## config.mk

```make
export PLATFORM = sky130hd
export DESIGN_NAME = memory_layer
export DESIGN_NICKNAME = d
export VERILOG_FILES = /design/src/rtl/memory_layer.sv
export SDC_FILE = /design/constraint.sdc
export NUM_CORES = 1
export LEC_CHECK = 0
export CAP_MARGIN = 20
export CORE_MARGIN = 2
export CORE_UTILIZATION = 60
export DETAILED_ROUTE_END_ITERATION = 8
export GPL_ROUTABILITY_DRIVEN = 0
export HOLD_SLACK_MARGIN = 0.12
export PLACE_DENSITY = 0.77
export SETUP_SLACK_MARGIN = 0.3
export SLEW_MARGIN = 20
export SYNTH_ARGS = -nofsm -noshare
export SYNTH_HDL_FRONTEND = slang
export SYNTH_SLANG_ARGS = --single-unit
```

## constraint.sdc

```tcl
create_clock -name clk -period 12 [get_ports clk]
set_clock_uncertainty 0.15 [all_clocks]
set_input_delay 2.4 -clock clk [delete_from_list [all_inputs] [get_ports clk]]
set_output_delay 2.4 -clock clk [all_outputs]
set_load 0.02 [all_outputs]
```

## src/rtl/memory_layer.sv

```systemverilog
// memory_layer: learns (vector, class) pairs into a small node memory.
// Each accepted pair is compared against every stored node in one cycle;
// a match bumps that node's saturating hit counter, otherwise the pair is
// appended while space remains. Pairs with a zero vector or zero class are
// discarded. learning_done freezes the memory until the next reset.
module memory_layer #(
  parameter int unsigned VECTOR_LEN = 4,
  parameter int unsigned MAX_NODES  = 16
) (
  input  logic                               clk,
  input  logic [VECTOR_LEN*8-1:0]            x,
  input  logic [31:0]                        c,
  input  logic                               reset,
  input  logic                               learning_done,
  input  logic                               learning_recall,
  output logic                               ready_wait,
  output logic [$clog2(MAX_NODES+1)-1:0]     node_count,
  output logic                               mem_full
);

  localparam int unsigned VEC_W = VECTOR_LEN * 8;
  localparam int unsigned CNT_W = $clog2(MAX_NODES + 1);
  localparam int unsigned IDX_W = (MAX_NODES > 1) ? $clog2(MAX_NODES) : 1;

  localparam logic LEARNING = 1'b0;
  localparam logic READY    = 1'b1;
  localparam logic IDLE     = 1'b0;

  typedef enum logic [1:0] {
    READY_S,
    UPDATE_S,
    DONE_S
  } state_e;

  state_e state_q, state_d;

  // Node storage, readable hierarchically by the recall block.
  logic [VEC_W-1:0] node_mem  [MAX_NODES];
  logic [31:0]      class_mem [MAX_NODES];
  logic [7:0]       hit_cnt   [MAX_NODES];
  logic [MAX_NODES-1:0] valid_q;

  logic [VEC_W-1:0] x_q;
  logic [31:0]      c_q;
  logic [CNT_W-1:0] node_count_q;
  logic             mem_full_q;

  logic             load;
  logic             discard;
  logic             hit_found;
  logic [IDX_W-1:0] hit_idx;
  logic [IDX_W-1:0] wr_idx;
  logic [CNT_W-1:0] cnt_inc;
  logic             do_hit;
  logic             do_new;

  assign node_count = node_count_q;
  assign mem_full   = mem_full_q;
  assign discard    = (x_q == '0) || (c_q == '0);
  assign wr_idx     = node_count_q[IDX_W-1:0];
  assign cnt_inc    = node_count_q + 1'b1;
  assign do_hit     = (state_q == UPDATE_S) && !discard && hit_found;
  assign do_new     = (state_q == UPDATE_S) && !discard && !hit_found && !mem_full_q;

  // Parallel compare of the registered pair against every valid node.
  always_comb begin
    hit_found = 1'b0;
    hit_idx   = '0;
    for (int unsigned i = 0; i < MAX_NODES; i++) begin
      if (!hit_found && valid_q[i] && (node_mem[i] == x_q) && (class_mem[i] == c_q)) begin
        hit_found = 1'b1;
        hit_idx   = IDX_W'(i);
      end
    end
  end

  // Next-state and handshake decode.
  always_comb begin
    state_d    = state_q;
    load       = 1'b0;
    ready_wait = IDLE;
    case (state_q)
      READY_S: begin
        ready_wait = READY;
        if (learning_done) begin
          state_d = DONE_S;
        end else if (learning_recall == LEARNING) begin
          state_d = UPDATE_S;
          load    = 1'b1;
        end
      end
      UPDATE_S: state_d = READY_S;
      DONE_S:   state_d = DONE_S;
      default:  state_d = READY_S;
    endcase
  end

  // State, counters, valid flags and hit counters (reset has priority).
  always_ff @(posedge clk) begin
    if (reset) begin
      state_q      <= READY_S;
      node_count_q <= '0;
      mem_full_q   <= 1'b0;
      valid_q      <= '0;
      for (int unsigned i = 0; i < MAX_NODES; i++) begin
        hit_cnt[i] <= '0;
      end
    end else begin
      state_q <= state_d;
      if (do_hit && (hit_cnt[hit_idx] != 8'hFF)) begin
        hit_cnt[hit_idx] <= hit_cnt[hit_idx] + 8'd1;
      end
      if (do_new) begin
        hit_cnt[wr_idx] <= 8'd1;
        valid_q[wr_idx] <= 1'b1;
        node_count_q    <= cnt_inc;
        mem_full_q      <= (cnt_inc == CNT_W'(MAX_NODES));
      end
    end
  end

  // Input capture and node payload writes; payload needs no reset because
  // valid_q gates every compare.
  always_ff @(posedge clk) begin
    if (!reset) begin
      if (load) begin
        x_q <= x;
        c_q <= c;
      end
      if (do_new) begin
        node_mem[wr_idx]  <= x_q;
        class_mem[wr_idx] <= c_q;
      end
    end
  end

endmodule

```

# [Word level (Yosys, flattened, before mapping)]
# Memory sizes are Yosys's and may differ from the RTL's.
# Index checks and enable logic that the tools add are counted.
[word_totals] reg_bits=88 ramBits=1024 wordCells=151 memories=2
[op_classes] addsub=1 n_lt_le_gt_ge=2 eq_ne=36 muxes=28 n_bitwise=2 reduce_logical=74
[memory_table] name="class_mem" depth=16 width=32 rd=16 rd_clocked_by_memory_dff=0 wr=1 line_no="39" text="logic [31:0] class_mem [MAX_NODES];"
[memory_table] name="node_mem" depth=16 width=32 rd=16 rd_clocked_by_memory_dff=0 wr=1 line_no="38" text="logic [VEC_W-1:0] node_mem [MAX_NODES];"
[ops] op="equality test 32 bit" count=32
[ops] op="zero test 32 bit" count=2
[ops] op="logical AND 1 bit" count=51
[ops] op="two-way mux 1 bit" count=24
[ops] op="zero test 1 bit" count=18
[ops] op="OR 16 bit" count=1
[ops] op="adder 5 x 1 -> 5 bit (second input constant)" count=1
[ops] op="equality test 5 bit (second input constant)" count=1
[ops] op="less-than comparator 4 x 5 -> 1 bit (second input constant)" count=1
[ops] op="demux 1 bit (select 4 bit)" count=1
[ops] op=">= comparator 4 x 1 -> 1 bit (second input constant)" count=1
[ops] op="two-way mux 2 bit" count=2
[ops] op="one-hot mux 2 bit (2 select lines)" count=1
[ops] op="inequality test 3 bit (second input constant)" count=1
[ops] op="equality test 2 x 1 -> 1 bit (second input constant)" count=1
[ops] op="equality test 2 bit (second input constant)" count=1
[ops] op="zero test 2 bit" count=1
[ops] op="AND reduction 2 bit" count=1
[ops] op="logical OR 1 bit" count=1
[ops] op="NOT 1 bit" count=1

# [Depth between registers and ports, before layout]
# Gate-level depths: netlist of the first run.
[depth] word_depth=85 mapped_depth=11 ltp_nobuf=8

# [Worst setup path before layout of the first run]
# No wires, ideal clock.
[synth_path] path_type="input -> register" start="input port reset" end="register c_q[0] (enable)" setup_ns=0.666 arrival_time_ns=9.244 t_required_ns=11.184 slack_ns=1.940 path_stages=2 path_buffers=1 path_cell_list="buf_1 nor4b_1"
[synth_between] elab_chain_cells=2
[synth_lines] item="start: declaration" line_no="13" text="input logic reset,"
[synth_lines] item="NOT 1 bit (no source line)"
[synth_lines] item="AND reduction 2 bit (no source line)"
[synth_lines] item="end signal: assignment" line_no="128" text="c_q <= c;"
[synth_lines] item="end: declaration" line_no="44" text="logic [31:0] c_q;"
# Every way passes these cells.
# A chain may end at the register's enable or synchronous reset.

# [Worst setup path in the final report of the first run]
[layout_path] start="register x_q[2]" end="memory node_mem[11][2] in the netlist's numbering (enable)"
[layout_between] elab_chain_cells=85 elab_cells_between_ends=104 cone_classes="eq/ne: 16; mux: 19; reduce/logical: 69"
[layout_lines] item="start: declaration" line_no="43" text="logic [VEC_W-1:0] x_q;"
[layout_lines] item="start signal: assignment" line_no="127" text="x_q <= x;"
[layout_lines] item="equality test 32 bit" line_no="70" text="if (!hit_found && valid_q[i] && (node_mem[i] == x_q) && (class_mem[i] == c_q)) begin"
[layout_lines] item="logical AND 1 bit (2 in a row)" line_no="70"
[layout_lines] item="two-way mux 1 bit" line_no="70"
[layout_lines] item="zero test 1 bit" line_no="70"
[layout_lines] item="logical AND 1 bit (3 in a row)" line_no="70"
[layout_lines] item="two-way mux 1 bit" line_no="70"
[layout_lines] item="zero test 1 bit" line_no="70"
[layout_lines] item="logical AND 1 bit (3 in a row)" line_no="70"
[layout_lines] item="[... 60 more ...]"
[layout_lines] item="two-way mux 1 bit" line_no="70"
[layout_lines] item="zero test 1 bit" line_no="70"
[layout_lines] item="logical AND 1 bit (3 in a row)" line_no="70"
[layout_lines] item="two-way mux 1 bit" line_no="70"
[layout_lines] item="zero test 1 bit" line_no="63" text="assign do_new = (state_q == UPDATE_S) && !discard && !hit_found && !mem_full_q;"
[layout_lines] item="logical AND 1 bit (*) (2 in a row)" line_no="63"
[layout_lines] item="two-way mux 1 bit (*) (2 in a row)"
[layout_lines] item="two-way mux 1 bit (implied by the code) (*)" line_no="131" text="node_mem[wr_idx] <= x_q;"
[layout_lines] item="end: declaration" line_no="38"
# Mark *: on every way between the ends. The rest lies on a longest branch, timed or not.

==> results of run 1 <==
-- layer usage --
| layer | up-vias | wire length [µm] | share of wire [%] | GRT usage, % |
|---|---|---|---|---|
| met3 | 329 | 13600 | 11 | 4.326 |
| li1 | 10990 | - | - | - |
| met1 | 13410 | 46830 | 38 | 43.26 |
| met4 | 0 | 5289 | 4.3 | 12.07 |
| met2 | 1838 | 58700 | 47 | 49.27 |
| met5 | - | 0 | 0 | 0 |
-- power by group --
group          switching, W  internal [W]  total (W)  leakage [nW]
combinational      0.000158     0.0000763   0.000234          4.27
clock               0.00142       0.00186    0.00329          1.66
sequential       0.00000370       0.00424    0.00424          9.98
total               0.00159       0.00618    0.00776          15.9
-- worst reg2reg max path, stage by stage, from the launching register on --
cell      delay (ns)
edfxtp_1        0.33
buf_4           0.32
buf_4           0.49
xnor2_1         0.18
nand4_1         0.09
nor4_1          0.82
nand4_1         0.30
o31ai_2         0.54
nor4_4          0.17
nand3_4         0.56
nor3_2          0.15
buf_4           0.40
-- through the flow --
step / cell area, µm² / utilization [%]
after global placement: 48510 / 62.52
after CTS: 51920 / 66.92
after global routing: 51920 / 66.92
after floorplan: 47060 / -
final: 51920 / 66.92
after detailed placement: 48510 / 62.52
-- layout make-up --
cell class	count	area, µm²
multi-input cells	1533	12310
fillers	5249	25670
repair buffers	162	1401
clock inverters	66	581.8
flip-flops and latches	1112	33150
well taps	1040	1301
clock buffers	133	2828
inverters	92	345.3
-- path summary, 6_finish.rpt --
check	to	depth (start not counted)	from	slack [ns]
max	node_mem[11][2]$_DFFE_PP_	11	x_q[2]$_DFFE_PP_	7.09
min	valid_q[7]$_SDFFE_PP0P_	2	valid_q[7]$_SDFFE_PP0P_	0.34
max reg2reg	node_mem[11][2]$_DFFE_PP_	11	x_q[2]$_DFFE_PP_	7.09
min reg2reg	valid_q[7]$_SDFFE_PP0P_	2	valid_q[7]$_SDFFE_PP0P_	0.34
-- kinds of logic (layout without fill, tap and decap cells) --
logic type | Yosys count | in the layout | share of synthesized area [%]
simple gates | 489 | 489 | 6.379
xor+xnor | 873 | 873 | 16.25
buf+inv | 233 | 453 | 3.603
mux | 3 | 3 | 0.07179
fa+ha+maj | 5 | 5 | 0.1329
flops | 1112 | 1112 | 70.45
compound gates | 163 | 163 | 3.114
-- cell usage after synthesis, types with 3 or more instances --
master	n	area, µm²
edfxtp_1	1088	32670
xnor2_1	627	5492
xor2_1	246	2155
nand4_1	176	1101
nor4_1	124	775.7
inv_1	88	330.3
nand2b_1	75	469.2
buf_6	61	686.9
buf_4	54	405.4
o22ai_1	33	206.5
nor3_1	28	140.1
dfxtp_1	24	480.5
o2111ai_1	23	201.4
nand3_1	21	105.1
nor2_1	18	67.56
nor2b_1	16	100.1
a22o_1	15	131.4
nand2_1	13	48.80
o221ai_1	12	105.1
o32ai_2	12	195.2
buf_8	11	165.2
o2bb2ai_1	10	87.58
a221oi_1	8	70.07
buf_1	7	26.28
a21oi_1	6	30.03
o21ai_0	6	30.03
a2111oi_0	5	43.79
a221o_1	5	50.05
a222oi_1	5	50.05
ha_1	5	62.56
a2111o_1	4	45.04
inv_2	4	15.01
buf_2	3	15.01
clkbuf_1	3	11.26
mux2_2	3	33.78
nor4_2	3	37.54
nor4b_1	3	26.28
o211ai_1	3	22.52
o41ai_1	3	26.28
-- state kept, by name, summed over array words and instances (netlist names) --
| signal | count |
|---|---|
| c_q | 32 |
| state_q | 2 |
| node_count | 5 |
| class_mem | 512 |
| mem_full | 1 |
| node_mem | 512 |
| valid_q | 16 |
| x_q | 32 |
-- placed cells by master (no fill, tap or decap), types with 18 or more instances in the layout --
master           instances
edfxtp_1              1088
xnor2_1                627
xor2_1                 246
nand4_1                176
nor4_1                 122
clkbuf_16              109
inv_1                   88
buf_4                   88
nand2b_1                75
clkdlybuf4s50_1         74
o22ai_1                 33
clkinv_1                26
dfxtp_1                 24
o2111ai_1               23
clkbuf_1                23
nand3_1                 21
clkinv_2                20
nor2_1                  18
==> metrics.md, run 1 <==
| Metric | Value |
|---|---|
| Worst-Margin Slew | `0.9946 ns` |
| Placement Setup Slack | `between 6 and 7 ns` |
| Register area share after synthesis | `between 70 and 80%` |
| Num CTS Buffers | `about 110` |
| VDD IR max | `0.0001493 V` |
| Tcrit/Tclk final | `between 40% and 50%` |
| GRT Resource Usage Total | `a little under a third` |
| CP cell instances | `buf_4 > buf_4 > xnor2_1 > nand4_1 > nor4_1 > nand4_1 > o31ai_2 > nor4_4 > nand3_4 > nor3_2 > buf_4` |
| Fin nets | `3082` |
| Fin crit period | `about 5 ns` |
| Top-Level Pins | `75` |
| Chip height | `284.1 µm` |
| Crit path arrival time | `5.08 ns` |
| Most used cell along the critical path | `buf_4` |
| Post-CTS sizing | `0` |
| Buf/Inv on CP | `3` |
| MaxCap Viol Count | `0` |
| Final setup TNS | `0 ns` |
| Fin. max-slew vios | `0` |
| Clock slew at reported path FFs | `roughly 0.060 ns` |
| Pwr Density | `~150 mW/mm²` |
| Post-DRT Antenna Nets | `0` |
| Num rows | `between 100 and 150` |
| # hold bufs at CTS | `0` |
| Crit path max fanout | `64` |
| Top FF cell, synth | `edfxtp_1` |
| Number of flops mapped to enable cells by yosys | `1088` |
| Gr ovfl total | `0` |
| Routed len/inst | `between 30 and 40 µm` |
| First-pass GRT wire length | `approximately 180000 µm` |
| Syn Nets | `about 3000` |
| # DRC | `0` |
| Fraction of layout cells with a size suffix above 1 | `~9.3%` |
| Pre-antenna DRT Iters | `7` |
| Final setup fails | `0` |
| Root Buffer | `clkbuf_16` |
| Port buffer count | `74` |
| Max Root-Sink Buffers | `3` |
| Initial Util | `60.64%` |
| DR vias | `between 20000 and 30000` |
| Antenna cells | `0` |
| Vias per cell | `6.421` |
| Worst path slowest cell | `nor4_1` |
| Hold Crit Class | `flop to flop` |
| Fin cells | `4138` |
| Dpl hpwl | `roughly 64000 µm` |
| Post-synth ARST share | `0%` |
| CTS tree | `built` |
| Latest clock arrival within the worst-skew pair | `between 0.6 and 0.7 ns` |
| Peak Freq | `203.8 MHz` |
| Mapped cell area | `roughly 0.047 mm²` |
| Avg Synthesized Cell Area | `roughly 16 µm²` |
| CP top delay family | `simple AND/OR/NAND/NOR gates` |
| Crit path largest cell delay | `around 0.82 ns` |
| Fin. Hold Viols | `0` |
| Leakage | `approximately 16 nW` |
| Largest net degree at the start of global routing | `65` |
| Setup crit start kind | `flop` |
| Worst setup EP type | `flop` |
| Post-route total power | `0.007762 W` |
| Post-Synthesis Cells | `around 2900` |
| Post-synth cell types | `60` |
| Antenna violations before repair | `6` |
| DP Cell Count | `3939` |
| Sink Count | `1112` |
| Die width | `284.1 µm` |
| Status | `completed` |
| Fin Hold WS | `0.3366 ns` |
| Slew HR | `33.18%` |
| Drt initial violations | `between 4000 and 5000` |
| RSZ-0062 raised after global routing | `false` |
| Number of global-route vias before repair | `between 20000 and 30000` |
| Setup Crit Path Kind | `flop to flop` |
| Routed wire length | `approximately 120000 µm` |
| Synth-to-Final Area Change | `10.34%` |
| Worst endpoint required time | `roughly 12 ns` |
| Post-CTS setup buffer count | `0` |
| Ys Warns | `0` |
| H-tree levels | `3` |
| Final worst setup slack | `7.093 ns` |
| #FFs+latches synth | `around 1100` |
| Core area | `a little under 0.08 mm²` |
| Die Area | `about 0.08 mm²` |
Power figures use the tool's default switching activity.
==> run 2, diff against run 1 <==
--- a/config.mk
+++ b/config.mk
@@ -7,11 +7,11 @@
 export LEC_CHECK = 0
 export CAP_MARGIN = 20
 export CORE_MARGIN = 2
-export CORE_UTILIZATION = 60
+export CORE_UTILIZATION = 56
 export DETAILED_ROUTE_END_ITERATION = 8
 export GPL_ROUTABILITY_DRIVEN = 0
 export HOLD_SLACK_MARGIN = 0.12
-export PLACE_DENSITY = 0.77
+export PLACE_DENSITY = 0.75
 export SETUP_SLACK_MARGIN = 0.3
 export SLEW_MARGIN = 20
 export SYNTH_ARGS = -nofsm -noshare
==> constraint.sdc (replaced) <==
create_clock -name clk -period 4.4 [get_ports clk]
set_clock_uncertainty 0.15 [all_clocks]
set_input_delay 0.88 -clock clk [delete_from_list [all_inputs] [get_ports clk]]
set_output_delay 0.88 -clock clk [all_outputs]
set_load 0.02 [all_outputs]
==> run 2 against run 1 <==
Compared with the run above:
- maximum frequency grew 23%
- core utilization shrank 2.3 points
- cell area up 3.8%
- routed wire length rose by 5.8%
- die area up 7.0%
- critical path depth unchanged
- cell count grew 3.1%
- critical endpoint is now node_mem[13][16]$_DFFE_PP_
- largest cell class unchanged
- largest power group unchanged
==> metrics.md, run 2 (synthesis gave the netlist of run 1 again) <==
| Metric | Value |
|---|---|
| Status | `completed` |
| Num CTS Buffers | `110` |
| Crit path max fanout | `23` |
| Reg2reg start | `c_q[7]$_DFFE_PP_` |
| Worst Reg-to-Reg Cells | `11` |
| Post-CTS setup buffer count | `0` |
| Most common cell after layout, fill and taps aside | `edfxtp_1` |
| Routed len/inst | `30.85 µm` |
| VDD IR max | `~0.00035 V` |
| Reg-to-reg slack, setup | `roughly 0.41 ns` |
| Post-DRT Antenna Nets | `0` |
| Pwr Density | `398.1 mW/mm²` |
| Final setup TNS | `0 ns` |
| Crit path largest cell delay | `~0.84 ns` |
| Largest net degree at the start of global routing | `65` |
| Gr busiest metal | `met2` |
| Antenna cells | `0` |
| Filler instances | `5581` |
| Vias per cell | `6.386` |
| Setup Crit Path Kind | `flop to flop` |
| Multi-input gate area | `around 0.012 mm²` |
| Pre-antenna DRT Iters | `6` |
| Chip height | `293.9 µm` |
| Dpl hpwl | `~75000 µm` |
| Most used cell along the critical path | `buf_12` |
| Die width | `between 200 and 300 µm` |
| Synth-to-Final Area Change | `14.52%` |
| Worst endpoint required time | `roughly 4.6 ns` |
| Antenna violations before repair | `5` |
| Sw Ratio | `about 21%` |
| Number of global-route vias before repair | `about 27000` |
| Core area | `0.08342 mm²` |
| Highest-count cells in the layout ignoring fill and taps | `edfxtp_1, xnor2_1, xor2_1` |
| Tcrit/Tclk final | `about 91%` |
| CP cell instances | `buf_12 > inv_2 > o22ai_1 > nor3_1 > or4bb_1 > o32ai_2 > nor4_4 > nand3_4 > buf_12 > nor3_4 > buf_4` |
| Top flop regs | `class_mem (512), node_mem (512)` |
| Gr ovfl total | `0` |
| Logic pwr share | `around 3.3%` |
| Net Switching | `0.004411 W` |
| Top-Level Pins | `75` |
| GR Util met2 | `between 40 and 50%` |
| Slew HR | `30.39%` |
| Sequential power share | `roughly 54%` |
| Post-CTS sizing | `0` |
| First-pass GRT wire length | `188100 µm` |
| Fin crit period | `roughly 4 ns` |
| Root Buffer | `clkbuf_16` |
| Setup crit start kind | `flop` |
| Peak Freq | `around 250 MHz` |
| # DRC | `0` |
| DR vias | `27250` |
| Sink Count | `between 1000 and 1500` |
| Die Area | `0.08636 mm²` |
| Drt initial violations | `3737` |
| Pint | `between 0.015 and 0.02 W` |
| CTS tree | `built` |
| RSZ-0062 raised after global routing | `true` |
| Port buffer count | `74` |
| Num rows | `~110` |
| Fraction of layout cells with a size suffix above 1 | `a little under an eighth` |
| Crit path arrival time | `around 4.2 ns` |
| Hold Crit Class | `flop to flop` |
| Global routing usage on met3 | `about 4.6%` |
| Fin. Hold Viols | `0` |
| Leakage | `16.90 nW` |
| Worst setup EP type | `flop` |
| Worst hold path cell count | `2` |
| Reg-to-Reg End | `node_mem[13][16]$_DFFE_PP_` |
| Routed wire length | `around 130000 µm` |
| Initial Util | `a little under three fifths` |
| Clock slew at reported path FFs | `0.06 ns` |
| Final core utilization | `around 65%` |
| Fin. max-slew vios | `0` |
| GRT Resource Usage Total | `a little under a third` |
| H-tree levels | `3` |
| Clock Power Share | `between 40% and 50%` |
| # hold bufs at CTS | `0` |
| Source of the worst hold timing path | `valid_q[7]$_SDFFE_PP0P_` |
| Worst path slowest cell | `nor3_4` |
| Latest clock arrival within the worst-skew pair | `0.69 ns` |
| Fin nets | `around 3200` |
| MaxCap Viol Count | `0` |
| Grt met1 use | `41.67%` |
| Final setup fails | `0` |
| Reg area | `approximately 0.033 mm²` |
| Worst-Margin Slew | `approximately 1.0 ns` |
| Max Root-Sink Buffers | `3` |
| Worst-case hold path end point | `valid_q[7]$_SDFFE_PP0P_` |
run 2: changes by cell type in the layout (fill, tap and decap cells not counted), sizes merged:
| cell | change |
|---|---|
| buf | +86 |
| clkinv | +2 |
| bufinv | +1 |
| clkbuf | +1 |
| clkinvlp | -1 |
| inv | +1 |
run 2: critical path, delay by kind of cell, from the launching register on:
family                 cells  cell delay, ns
AND/OR/NAND/NOR            5            1.71
buffers and inverters      4            0.99
flip-flops                 1            0.44
AO/OA/AOI/OAI              2            0.37
run 2: per-stage QoR:
step	power [W]	std cells	setup WS, ns	cell area [µm²]	hold WS (ns)
2_1_floorplan	0.01217	2878	-0.8739	47400	0.2710
3_3_place_gp	0.01248	4064	0.4887	50380	0.3113
3_5_place_dp	0.01250	4064	0.4102	50380	0.3083
4_1_cts	0.02152	4267	0.3988	53880	0.3280
5_1_grt	0.02195	4268	0.2938	53890	0.3477
6_report	0.02145	4268	0.4102	53890	0.3294
run 2: area by class of cell:
class	count	area share (%)
sequential	1112	61.52
multi-input combinational	1533	23.03
timing repair buffer	248	5.809
clock buffer	134	5.333
tap	1080	2.507
clock inverter	69	1.159
inverter	92	0.6408
run 2: power by group through the flow:
| stage | Combinational, W | Clock (W) | Sequential, W |
|---|---|---|---|
| floorplan | 0.000350 | 0 | 0.0118 |
| global placement | 0.000685 | 0 | 0.0118 |
| detailed placement | 0.000699 | 0 | 0.0118 |
| CTS | 0.000704 | 0.00924 | 0.0116 |
| global route | 0.000736 | 0.00964 | 0.0116 |
| finish | 0.000715 | 0.00916 | 0.0116 |
run 2: per-layer routing:
metal  wire length, µm  up-vias  share of wire (%)
li1                  -    11180                  -
met1             49090    13840                 37
met2             61650     1851                 47
met3             13990      381                 11
met4              6938        0                5.3
met5                 0        -                  0
run 2: how the worst max path moves through the flow:
| stage | start | end |
|---|---|---|
| after floorplan | c_q[1]$_DFFE_PP_ | class_mem[7][0]$_DFFE_PP_ |
| after global routing | c_q[7]$_DFFE_PP_ | node_mem[13][2]$_DFFE_PP_ |
| final | c_q[7]$_DFFE_PP_ | node_mem[13][16]$_DFFE_PP_ |
| after global placement | c_q[7]$_DFFE_PP_ | node_mem[10][25]$_DFFE_PP_ |
| after CTS | c_q[7]$_DFFE_PP_ | node_mem[10][30]$_DFFE_PP_ |
| after detailed placement | c_q[7]$_DFFE_PP_ | node_mem[10][16]$_DFFE_PP_ |
==> variant (flow settings as in run 1) <==
Change the parameter `VECTOR_LEN` from 4 to 2.
--- a/src/rtl/memory_layer.sv
+++ b/src/rtl/memory_layer.sv
@@ -4,7 +4,7 @@
 // appended while space remains. Pairs with a zero vector or zero class are
 // discarded. learning_done freezes the memory until the next reset.
 module memory_layer #(
-  parameter int unsigned VECTOR_LEN = 4,
+  parameter int unsigned VECTOR_LEN = 2,
   parameter int unsigned MAX_NODES  = 16
 ) (
   input  logic                               clk,
Ports: changed (resized x); port bits go from 75 to 59. No check against the original RTL was run, so the function may have changed too.
==> variant against run 1 <==
Worst setup slack lost 0.23 ns; cell area is 24% lower; routed wire length decreased by 31%; die area is 25% lower; critical path type unchanged; area after synthesis shrank 25%; sequential cell count fell by 272; power down 23%.
==> variant: results <==
status:
  status: "complete, no violations"
global_routing:
  grt_pass1_wl_um: 127000
  grt_max_degree: 49
  track_usage_pct: 29.0
  antenna_found_initial: 1
  grt_pass1_vias: 19303
routing:
  firstDrtPassIters: 6
  routed_via_density: 6.22
  wl_per_cell_um: 27.8
  drt-initial-drc-count: 2044
pwr:
  power_switching_mw: 1.20
  leakagePower_nw: 12.3
  ir_drop_mv: 0.139
place:
  placed_cell_area_sq_um: 36700
  pre_cts_ws_ns: 6.82
  dp.cells: 2947
  portBuffers: 58
  dp_hpwl_um: 44400
timing:
  relSlewSlack_pct: 30.7
  holdWs_ns: 0.330
critical_path:
  rr_worst_depth: 10
  reg2reg_to: "node_mem[13][5]"
  cp_slowest_cell: "nor4_4"
  r2r-start: "c_q[31]"
  slowest_delay_ns: 0.85
  arrival_ns: 5.26
  regToRegSetupSlack_ns: 6.86
  critPathMaxFanout: 37
  cp_top_family: "simple AND/OR/NAND/NOR gates"
synth:
  synthXorXnorAreaFrac_pct: 17.4
  synth_enable_flop_cells: 816
  yosys-top-cells-count: "edfxtp_1, xnor2_1, xor2_1, nand4_1, nor4_1"
  synth.area.mux_share_pct: 0.0319
  synthTopCellsByArea: "edfxtp_1, xnor2_1, xor2_1, nand4_1, nor4_1"
  yosys.cell_types.count: 55
  synth_fa_ha_area_share_pct: 0.177
  synthCells: 2163
  synth_compound_area_share_pct: 2.61
  async_flop_share_pct: 0
  ys_seq_area_share_pct: 70.7
cells_and_area:
  fillCellCount: 3689
  syn2layout_area_growth_pct: 11.4
  final_nets: 2324
  drive_gt1_share_pct: 10.1
  num_antenna_cells: 0
  top_regs: "class_mem (512), node_mem (256), c_q (32)"
  stdcell_count: 3101
min_path:
  hp-start: "x_q[12]"
  min_path_cells: 0
  min_to: "node_mem[5][12]"
  hp-class: "reg -> reg"
cts:
  clock_latency_ns: 0.64
  clk_pin_slew_worst_paths_ns: 0.06
  cts_buffers: 83
## variant: cell count changes after synthesis, sizes merged, moves of 11 or more
cell / run 1 / this run
inv: 92 / 50
xor2: 246 / 267
xnor2: 627 / 434
o22ai: 34 / 13
nor2b: 16 / 3
o32ai: 13 / 2
nor3: 28 / 11
a22o: 15 / 4
nand4: 176 / 121
o2111ai: 23 / 8
nand2b: 75 / 35
buf: 138 / 104
edfxtp: 1088 / 816
## variant: final cells by class
cell class,count,area share (%)
inverter,51,0.486
tap,765,2.43
multi-input combinational,1158,23.9
sequential,840,63.4
clock buffer,102,5.56
clock inverter,52,1.34
timing repair buffer,133,2.90
## variant: worst max path at each step
stage          startpoint                 to  slack (ns)
4_1_cts            x_q[2]    node_mem[13][5]        6.93
5_1_grt            x_q[2]    node_mem[13][5]        6.54
3_5_place_dp        reset  class_mem[13][24]        6.82
2_1_floorplan       reset             c_q[0]        3.50
3_3_place_gp        reset  class_mem[13][24]        6.90
6_report          c_q[31]    node_mem[13][5]        6.86
## variant: power by group through the flow
stage	clock (mW)	sequential (mW)	combinational, mW
2_1_floorplan	0	3.27	0.0911
3_3_place_gp	0	3.26	0.162
3_5_place_dp	0	3.26	0.166
4_1_cts	2.63	3.20	0.167
5_1_grt	2.74	3.20	0.177
6_report	2.61	3.20	0.169
## variant: logic make-up after synthesis
group / after synthesis
multiplexers: 1
AO/OA/AOI/OAI: 101
flip-flops: 840
adder cells (fa/ha/maj): 5
AND/OR/NAND/NOR: 350
buffers and inverters: 165
XOR/XNOR: 701
## variant: per-layer routing
layer  vias up  routed length, um  global-route usage (%)
met3       187               7400                    5.12
met2       954              41600                    47.3
met5         -                  0                       0
met4         0               2940                    10.6
li1       8256                  -                       -
met1      9883              34300                    39.4
